$ cat src/rtl/wb_writer_if.sv
// Write-back stage bundle: MEM-stage handshake, data-memory response and
// register-file write port.
interface wb_writer_if #(
    parameter int unsigned DATA_W = 32,
    parameter int unsigned REG_W  = 5
);
    logic              in_valid;
    logic              in_ready;
    logic              in_wen;
    logic [REG_W-1:0]  in_wreg;
    logic              in_is_load;
    logic [2:0]        in_load_type;
    logic [1:0]        in_byte_off;
    logic [DATA_W-1:0] in_alu_result;
    logic              mem_rvalid;
    logic [DATA_W-1:0] mem_rdata;
    logic [REG_W-1:0]  wreg;
    logic [DATA_W-1:0] wdata;
    logic              RegWrite;
    logic              busy;

    modport master (
        output in_valid, in_wen, in_wreg, in_is_load, in_load_type, in_byte_off,
               in_alu_result, mem_rvalid, mem_rdata,
        input  in_ready, wreg, wdata, RegWrite, busy
    );

    modport slave (
        input  in_valid, in_wen, in_wreg, in_is_load, in_load_type, in_byte_off,
               in_alu_result, mem_rvalid, mem_rdata,
        output in_ready, wreg, wdata, RegWrite, busy
    );
endinterface

$ cat src/rtl/wb_writer.sv
// Write-back stage: ALU results pass through in one cycle; loads wait for the
// memory response, then extract and extend the addressed byte/halfword/word.
module wb_writer #(
    parameter int unsigned DATA_W = 32,
    parameter int unsigned REG_W  = 5
) (
    input logic         clk,
    input logic         rst,
    wb_writer_if.slave  bus
);
    typedef enum logic [1:0] {StIdle, StWaitMem, StWrite} state_e;

    state_e            state_q, state_d;
    logic [REG_W-1:0]  wreg_q, wreg_d;
    logic [DATA_W-1:0] wdata_q, wdata_d;
    logic              ld_wen_q, ld_wen_d;
    logic [REG_W-1:0]  ld_wreg_q, ld_wreg_d;
    logic [2:0]        ld_type_q, ld_type_d;
    logic [1:0]        ld_off_q, ld_off_d;

    logic              accept;
    logic [7:0]        byte_v;
    logic [15:0]       half_v;
    logic [DATA_W-1:0] load_data;

    assign bus.in_ready = (state_q != StWaitMem);
    assign bus.busy     = (state_q == StWaitMem);
    // WRITE is only entered with a nonzero destination, so r0 is never written.
    assign bus.RegWrite = (state_q == StWrite);
    assign bus.wreg     = wreg_q;
    assign bus.wdata    = wdata_q;

    assign accept = bus.in_valid && bus.in_ready;

    always_comb begin
        byte_v = bus.mem_rdata[{ld_off_q, 3'b000} +: 8];
        half_v = bus.mem_rdata[{ld_off_q[1], 4'b0000} +: 16];
        case (ld_type_q)
            3'b000:  load_data = {{(DATA_W-8){byte_v[7]}}, byte_v};
            3'b001:  load_data = {{(DATA_W-8){1'b0}}, byte_v};
            3'b010:  load_data = {{(DATA_W-16){half_v[15]}}, half_v};
            3'b011:  load_data = {{(DATA_W-16){1'b0}}, half_v};
            default: load_data = bus.mem_rdata;
        endcase
    end

    always_comb begin
        state_d   = state_q;
        wreg_d    = wreg_q;
        wdata_d   = wdata_q;
        ld_wen_d  = ld_wen_q;
        ld_wreg_d = ld_wreg_q;
        ld_type_d = ld_type_q;
        ld_off_d  = ld_off_q;

        case (state_q)
            StWaitMem: begin
                if (bus.mem_rvalid) begin
                    if (ld_wen_q && (ld_wreg_q != '0)) begin
                        wreg_d  = ld_wreg_q;
                        wdata_d = load_data;
                        state_d = StWrite;
                    end else begin
                        state_d = StIdle;
                    end
                end
            end
            default: begin
                state_d = StIdle;
                if (accept) begin
                    if (bus.in_is_load) begin
                        ld_wen_d  = bus.in_wen;
                        ld_wreg_d = bus.in_wreg;
                        ld_type_d = bus.in_load_type;
                        ld_off_d  = bus.in_byte_off;
                        state_d   = StWaitMem;
                    end else if (bus.in_wen && (bus.in_wreg != '0)) begin
                        wreg_d  = bus.in_wreg;
                        wdata_d = bus.in_alu_result;
                        state_d = StWrite;
                    end
                end
            end
        endcase
    end

    always_ff @(posedge clk) begin
        if (rst) begin
            state_q   <= StIdle;
            wreg_q    <= '0;
            wdata_q   <= '0;
            ld_wen_q  <= 1'b0;
            ld_wreg_q <= '0;
            ld_type_q <= '0;
            ld_off_q  <= '0;
        end else begin
            state_q   <= state_d;
            wreg_q    <= wreg_d;
            wdata_q   <= wdata_d;
            ld_wen_q  <= ld_wen_d;
            ld_wreg_q <= ld_wreg_d;
            ld_type_q <= ld_type_d;
            ld_off_q  <= ld_off_d;
        end
    end
endmodule

$ cat src/flat_wrapper.sv
// flat-port wrapper written by rule: the top's interface ports become plain ports
module wb_writer_flat 
#(
    parameter int unsigned DATA_W = 32,
    parameter int unsigned REG_W  = 5
)
  (clk, rst, bus_in_valid, bus_in_wen, bus_in_wreg, bus_in_is_load, bus_in_load_type, bus_in_byte_off, bus_in_alu_result, bus_mem_rvalid, bus_mem_rdata, bus_in_ready, bus_wreg, bus_wdata, bus_RegWrite, bus_busy);
  wb_writer_if #(.DATA_W(DATA_W), .REG_W(REG_W)) bus_i ();
  input logic clk;
  input logic rst;
  input wire logic [$bits(bus_i.in_valid)-1:0] bus_in_valid;
  input wire logic [$bits(bus_i.in_wen)-1:0] bus_in_wen;
  input wire logic [$bits(bus_i.in_wreg)-1:0] bus_in_wreg;
  input wire logic [$bits(bus_i.in_is_load)-1:0] bus_in_is_load;
  input wire logic [$bits(bus_i.in_load_type)-1:0] bus_in_load_type;
  input wire logic [$bits(bus_i.in_byte_off)-1:0] bus_in_byte_off;
  input wire logic [$bits(bus_i.in_alu_result)-1:0] bus_in_alu_result;
  input wire logic [$bits(bus_i.mem_rvalid)-1:0] bus_mem_rvalid;
  input wire logic [$bits(bus_i.mem_rdata)-1:0] bus_mem_rdata;
  output wire logic [$bits(bus_i.in_ready)-1:0] bus_in_ready;
  output wire logic [$bits(bus_i.wreg)-1:0] bus_wreg;
  output wire logic [$bits(bus_i.wdata)-1:0] bus_wdata;
  output wire logic [$bits(bus_i.RegWrite)-1:0] bus_RegWrite;
  output wire logic [$bits(bus_i.busy)-1:0] bus_busy;
  assign bus_i.in_valid = bus_in_valid;
  assign bus_i.in_wen = bus_in_wen;
  assign bus_i.in_wreg = bus_in_wreg;
  assign bus_i.in_is_load = bus_in_is_load;
  assign bus_i.in_load_type = bus_in_load_type;
  assign bus_i.in_byte_off = bus_in_byte_off;
  assign bus_i.in_alu_result = bus_in_alu_result;
  assign bus_i.mem_rvalid = bus_mem_rvalid;
  assign bus_i.mem_rdata = bus_mem_rdata;
  assign bus_in_ready = bus_i.in_ready;
  assign bus_wreg = bus_i.wreg;
  assign bus_wdata = bus_i.wdata;
  assign bus_RegWrite = bus_i.RegWrite;
  assign bus_busy = bus_i.busy;
  wb_writer #(.DATA_W(DATA_W), .REG_W(REG_W)) u_core (.clk(clk), .rst(rst), .bus(bus_i));
endmodule
$ cat config.mk
export PLATFORM = sky130hd
export DESIGN_NAME = wb_writer_flat
export DESIGN_NICKNAME = d
export VERILOG_FILES = /design/src/rtl/wb_writer_if.sv /design/src/rtl/wb_writer.sv /design/src/flat_wrapper.sv
export SDC_FILE = /design/constraint.sdc
export NUM_CORES = 1
export LEC_CHECK = 0
export BUFFER_PORTS_ARGS = -buffer_cell sky130_fd_sc_hd__clkbuf_2
export CAP_MARGIN = 20
export CORE_ASPECT_RATIO = 0.7
export CORE_MARGIN = 1
export CORE_UTILIZATION = 36
export DETAILED_ROUTE_END_ITERATION = 10
export GPL_TIMING_DRIVEN = 0
export PLACE_DENSITY = 0.7
export RECOVER_POWER = 50
export SYNTH_ARGS = -nofsm -noshare
export SYNTH_HDL_FRONTEND = slang
export SYNTH_SLANG_ARGS = --single-unit
$ cat constraint.sdc
create_clock -name clk -period 2.3 [get_ports clk]
set_input_delay 0.345 -clock clk [delete_from_list [all_inputs] [get_ports clk]]
set_output_delay 0.345 -clock clk [all_outputs]
set_load 0.05 [all_outputs]
==> results of run 1 <==
[repair_timing]
action | 4_1_cts | 5_1_grt
pin swaps | 0 | 0
endpoints found under the setup margin | 22 | 30
hold endpoints to repair | 0 | 0
resized for setup | 4 | 4
setup buffers | 0 | 0
[synth_stat cells (2+ instances only)]
cell type  instances
dfxtp_1           50
nor2_1            32
nand2_1           31
a21oi_1           26
nand2b_1          23
o21ai_0           21
clkbuf_1          20
o211ai_1          18
mux2i_1           17
o32ai_1           17
nor2b_1           10
a21oi_2            9
buf_2              9
buf_1              7
a311oi_1           6
nor3_1             6
o2111ai_1          6
nand4_1            5
inv_1              4
o21ai_1            4
o22a_1             4
a22oi_1            3
nand3_1            3
o31ai_1            3
o41ai_1            3
or4b_2             3
a2111oi_0          2
buf_6              2
or4_1              2
[critical path: stages, from the launching register on]
cell	delay, ns
dfxtp_1	0.33
buf_6	0.14
mux2_2	0.37
a221oi_4	0.45
o41ai_4	0.25
buf_6	0.21
a21oi_1	0.25
o32ai_1	0.12
[stage by stage]
stage | total power, W | hold WS, ns | area [sq um] | setup slack [ns] | setup TNS [ns]
5_1_grt | 0.00230 | 0.306 | 3790 | 0.00296 | 0
3_5_place_dp | 0.00149 | 0.456 | 3680 | -0.0959 | -1.07
2_1_floorplan | 0.00129 | 0.463 | 2970 | 0.392 | 0
3_3_place_gp | 0.00148 | 0.458 | 3680 | -0.0516 | -0.698
6_report | 0.00223 | 0.295 | 3790 | 0.0453 | 0
4_1_cts | 0.00223 | 0.297 | 3840 | 0.0385 | 0
[sequential cells by signal (all words and copies together), names as in the netlist]
register	count
u_core.ld_wen_q	1
u_core.bus.wdata	32
u_core.bus.wreg	5
u_core.ld_off_q	2
u_core.state_q	2
u_core.ld_wreg_q	5
u_core.ld_type_q	3
[layout make-up]
cell class | count | area share
Sequential cell | 50 | 0.264
Clock inverter | 1 | 0.00132
Buffer | 38 | 0.0452
Timing Repair Buffer | 118 | 0.143
Tap cell | 101 | 0.0333
Inverter | 4 | 0.00396
Clock buffer | 7 | 0.0376
Multi-Input combinational cell | 271 | 0.472
[kinds of logic after synthesis]
family,after synthesis,share of synthesized area
and+or+nand+nor,119,0.205
AOI/OAI and AO/OA,133,0.329
DFF,50,0.338
buffers and inverters,42,0.0620
muxes,19,0.0662
[power by group]
| part | internal (W) | total, W | switching [W] | leakage [nW] |
|---|---|---|---|---|
| clock | 0.000432 | 0.000756 | 0.000324 | 0.0739 |
| sequential | 0.000906 | 0.000932 | 0.0000266 | 0.407 |
| combinational | 0.000177 | 0.000540 | 0.000363 | 0.987 |
[path summary, 6_finish.rpt]
kind                                to  slack (ns)
setup / recovery  u_core.bus.wdata[23]        0.05
hold / removal      u_core.ld_off_q[0]        0.29
setup reg to reg  u_core.bus.wdata[23]        0.05
hold reg to reg   u_core.bus.wdata[13]        0.48
[metal layers]
layer,vias to the layer above,wire length (microns)
li1,1614,-
met1,1614,4950
met2,197,4600
met3,25,1030
met4,0,222
met5,-,0
==> qor.csv, run 1 <==
metric,value,unit
yosysTopAreaCell,dfxtp_1,
utilization,0.480,
final_max_slew_viol_count,0,
die_x,110,microns
endpoint_kind,register,
clockBufferDepth,2,
ys_warn_count,0,
dr.pass1.iters,5,
grt_usage,0.246,
reg2reg_depth,7,
fmax,444,MHz
top_usage_layer,met2,
yosysSeqAreaShare,0.338,
tightest_slew,0.695,ns
cts_root_buf,clkbuf_16,
grt_max_degree,15,
rr_startpoint,u_core.ld_off_q[0],
synth_ff_type,dfxtp_1,
cts.reportedPaths.clkPinSlew,0.07,ns
port_buffers,118,
die-area,8610,sq um
design.core.area,7910,sq um
grt_setup_unrepaired,no,
syn_area,2970,sq um
final_cell_mix,"clkbuf_2 (83), clkbuf_1 (58), dfxtp_1 (50)",
hold_violations,0,
antenna_cells,0,
avgRoutedWirePerCell,18.3,microns
outcome,finished clean,
yosys_register_bits,50,
area.growth.synth_to_final,27.9,%
final_common_cell,clkbuf_2,
hp-start,bus_in_byte_off[0],
drive_gt1_frac,0.245,
drv_cap,0,
startpoint,u_core.ld_off_q[0],
synth_edf_count,0,
async_flop_share,0,
drc,0,
hold_buffers,0,
gr-usage-met1,0.344,
critPathLaunchType,register,
cts_tree,built,
required,2.45,ns
multi_input_area,1790,sq um
fin_crit_sh,0.980,
netlist_instances,363,
slew_headroom,0.537,
drtIter0Drc,350,
worstSkewPairLatency,0.29,ns
start_util,0.375,
totalWireLength,10800,microns
gr-usage-met2,0.370,
grt_pass1_wl,16700,microns
syn_nets,443,
dp_cells,582,
final-seq-area,1000,sq um
min_path_cells,3,
antenna_found_initial,0,
stdcell_count,590,
finalSetupViolCount,0,
synth_top_area_frac,0.338,
ctsHtreeMaxLevel,2,
arrival,2.41,ns
place_congestion,0.908,
postSynthAreaPerCell,8.17,sq um
grtUsageMet3,0.0680,
layout.nets,568,
ir_worst_vdd,0.278,mV
hold_class,in2reg,
synth_cell_types,46,
ant_nets,0,
p_leak,1.47,nW
io-pin-count,120,
grt-ovfl-total,0,
vias_per_cell,5.85,
skew,0.00475,ns
die_h,77.9,microns
nFillCells,827,
hpwl,8280,microns
rows,27,
powerDensity,587,nW/um^2
crit_fanout,10,
fin_crit,2.25,ns
synthTopCellsByArea,"dfxtp_1 (34%), mux2i_1 (5.7%), o32ai_1 (5.0%)",
cts.sinks,50,
crit_type,reg2reg,
cts_buffers,5,
via_count,3450,
grt_pass1_vias,3157,
Power figures use the tool's default switching activity.
==> run 2: changes to the inputs <==
ABC_AREA = 1   (was not set)
GPL_TIMING_DRIVEN = not set   (was 0)
==> qor.csv, run 2 <==
metric,value,unit,change
totalWireLength,9260,microns,was 10800 microns
yosys_register_bits,50,,unchanged
fin_crit,2.06,ns,was 2.25 ns
final_cell_mix,"nand2_1 (136), clkbuf_2 (82), nor2_1 (63)",,"was clkbuf_2 (83), clkbuf_1 (58), dfxtp_1 (50)"
port_buffers,119,,was 118
rr_startpoint,u_core.state_q[1],,was u_core.ld_off_q[0]
fmax,486,MHz,was 444 MHz
layout.nets,695,,was 568
intPower,0.00155,W,was 0.00152 W
cts_root_buf,clkbuf_16,,unchanged
die_h,79.5,microns,was 77.9 microns
grt_pass1_vias,3100,,was 3157
drtIter0Drc,226,,was 350
seqPwrFrac,0.402,,was 0.418
finalSetupViolCount,0,,unchanged
path_cells,"inv_1, nand2_2, inv_2, clkbuf_2",,"was buf_6, mux2_2, a221oi_4, o41ai_4, buf_6, a21oi_1, o32ai_1"
setup_tns,0,ns,unchanged
synth_ff_type,dfxtp_1,,unchanged
required,1.96,ns,was 2.45 ns
hold_buffers,0,,unchanged
final_max_slew_viol_count,0,,unchanged
arrival,1.71,ns,was 2.41 ns
skew,0.00653,ns,was 0.00475 ns
ant_nets,0,,unchanged
regToRegSetupSlack,0.39,ns,was 0.05 ns
post-cts-setup-buffer-count,0,,unchanged
cts_tree,built,,unchanged
endpoint_kind,output port,,was register
outcome,finished clean,,unchanged
synth_edf_count,0,,unchanged
grt_setup_unrepaired,no,,unchanged
dr.pass1.iters,5,,unchanged
power_frac_comb,0.275,,was 0.242
switching_share,0.348,,was 0.320
design.core.area,8070,sq um,was 7910 sq um
postSynthAreaPerCell,6.04,sq um,was 8.17 sq um
hpwl,7170,microns,was 8280 microns
syn_area,3090,sq um,was 2970 sq um
met3_length,798,microns,was 1030 microns
crit_type,reg2out,,was reg2reg
utilization,0.470,,was 0.480
clock_power_share,0.323,,was 0.339
tightest_slew,0.792,ns,was 0.695 ns
cts_resized,0,,was 4
slowest_delay,0.48,ns,was 0.45 ns
top_layer_used,met4,,unchanged
drv_cap,0,,unchanged
grt_pass1_wl,14700,microns,was 16700 microns
layout_setup_ws,0.242,ns,was 0.0453 ns
antenna_found_initial,0,,unchanged
cts.reportedPaths.clkPinSlew,0.06,ns,was 0.07 ns
place_congestion,0.942,,was 0.908
netlist_instances,511,,was 363
die-area,8960,sq um,was 8610 sq um
cp_num_cells,4,,was 7
hold_class,in2reg,,unchanged
grt_max_degree,38,,was 15
yosysTopAreaCell,dfxtp_1,,unchanged
drive_gt1_frac,0.208,,was 0.245
slowest_stage,inv_2,,was a221oi_4
syn_nets,591,,was 443
fin_crit_sh,0.895,,was 0.980
synth_cell_types,24,,was 46
hold_violations,0,,unchanged
synth_top_area_frac,0.324,,was 0.338
area.growth.synth_to_final,22.8,%,was 27.9%
synthTopCellsByCount,"nand2_1 (136), nor2_1 (63), a21oi_1 (56)",,"was dfxtp_1 (50), nor2_1 (32), nand2_1 (31)"
ir_worst_vdd,0.318,mV,was 0.278 mV
io-pin-count,120,,unchanged
largest_reg_flops,32,,unchanged
grt_usage,0.209,,was 0.246
p_switching,0.000828,W,was 0.000713 W
async_flop_share,0,,unchanged
worstSkewPairLatency,0.29,ns,about the same
vias_per_cell,4.86,,was 5.85
r2r_end,u_core.bus.wreg[3],,was u_core.bus.wdata[23]
place_ws,0.404,ns,was -0.0959 ns
rows,27,,unchanged
cts.sinks,50,,unchanged
p_leak,1.93,nW,was 1.47 nW
start_util,0.382,,was 0.375
synthTopCellsByArea,"dfxtp_1 (32%), nand2_1 (17%), a21oi_1 (9.1%)",,"was dfxtp_1 (34%), mux2i_1 (5.7%), o32ai_1 (5.0%)"
m1WireLength,4350,microns,was 4950 microns
path_buf_inv,3,,was 2
grt-ovfl-total,0,,unchanged
antenna_cells,0,,unchanged
yosysSeqAreaShare,0.324,,was 0.338
crit_fanout,37,,was 10
startpoint,u_core.state_q[1],,was u_core.ld_off_q[0]
cts_buffers,5,,unchanged
wl_met2,4040,microns,was 4600 microns
crit_path_end,bus_busy,,was u_core.bus.wdata[23]
critPathTopFamily,buffers and inverters,,was compound AO/OA/AOI/OAI gates
avgRoutedWirePerCell,12.9,microns,was 18.3 microns
yosysMostFrequentCell,nand2_1,,was dfxtp_1
drc,0,,unchanged
clockBufferDepth,2,,unchanged
whs,0.240,ns,was 0.295 ns
ctsHtreeMaxLevel,2,,unchanged
slew_headroom,0.472,,was 0.537
ys_warn_count,0,,unchanged
via_count,3483,,was 3450
die_x,113,microns,was 110 microns
reg2reg_depth,10,,was 7
critPathLaunchType,register,,unchanged
powerDensity,627,nW/um^2,was 587 nW/um^2
final_common_cell,nand2_1,,was clkbuf_2
run 2: logic make-up (layout without fill, tap and decap cells):
family,count (synthesis),count (layout),synth area share
buffers and inverters,90,195,0.131
AO/OA/AOI/OAI,100,100,0.166
AND/OR/NAND/NOR,271,271,0.378
flip-flops,50,50,0.324
run 2: layout make-up:
class | instances | area, sq um
repair buffers | 127 | 606
flip-flops and latches | 50 | 1000
clock inverters | 2 | 12.5
clock buffers | 6 | 139
inverters | 60 | 225
well taps | 101 | 126
fillers | 901 | 4280
multi-input cells | 371 | 1680
run 2: worst min path at each step:
stage | from | to | slack (ns) | cells past startpoint
after CTS | rst | u_core.state_q[0] | 0.24 | 2
final | rst | u_core.state_q[0] | 0.24 | 2
after floorplan | rst | u_core.state_q[0] | 0.41 | 1
after global routing | rst | u_core.state_q[0] | 0.24 | 2
after global placement | u_core.ld_wen_q | u_core.ld_wen_q | 0.45 | 2
after detailed placement | u_core.ld_wen_q | u_core.ld_wen_q | 0.45 | 2
run 2: metal layers:
layer  vias to the layer above  GRT usage
li1                       1809          -
met1                      1542      0.280
met2                       125      0.330
met3                         7     0.0653
met4                         0     0.0400
met5                         -          0
run 2: power groups by stage:
stage | logic (W) | clock network [W] | registers [W]
2_1_floorplan | 0.000347 | 0 | 0.00111
3_3_place_gp | 0.000655 | 0 | 0.000975
3_5_place_dp | 0.000663 | 0 | 0.000976
4_1_cts | 0.000666 | 0.000785 | 0.000956
5_1_grt | 0.000726 | 0.000814 | 0.000962
6_report | 0.000655 | 0.000767 | 0.000956
run 2: per-stage QoR:
stage | power [W] | cells | instance area [sq um]
2_1_floorplan | 0.00146 | 511 | 3090
3_3_place_gp | 0.00163 | 709 | 3690
3_5_place_dp | 0.00164 | 709 | 3690
4_1_cts | 0.00241 | 717 | 3840
5_1_grt | 0.00250 | 717 | 3790
6_report | 0.00238 | 717 | 3790
run 2: worst register-to-register path, stage by stage, from the launching register on:
cell	delay, ns
dfxtp_1	0.31
inv_1	0.05
nand2_2	0.24
nand2_1	0.09
nor2_1	0.10
nand2_1	0.07
nand2_2	0.19
nand2_4	0.24
inv_2	0.37
nor2_1	0.08
nor2_1	0.13
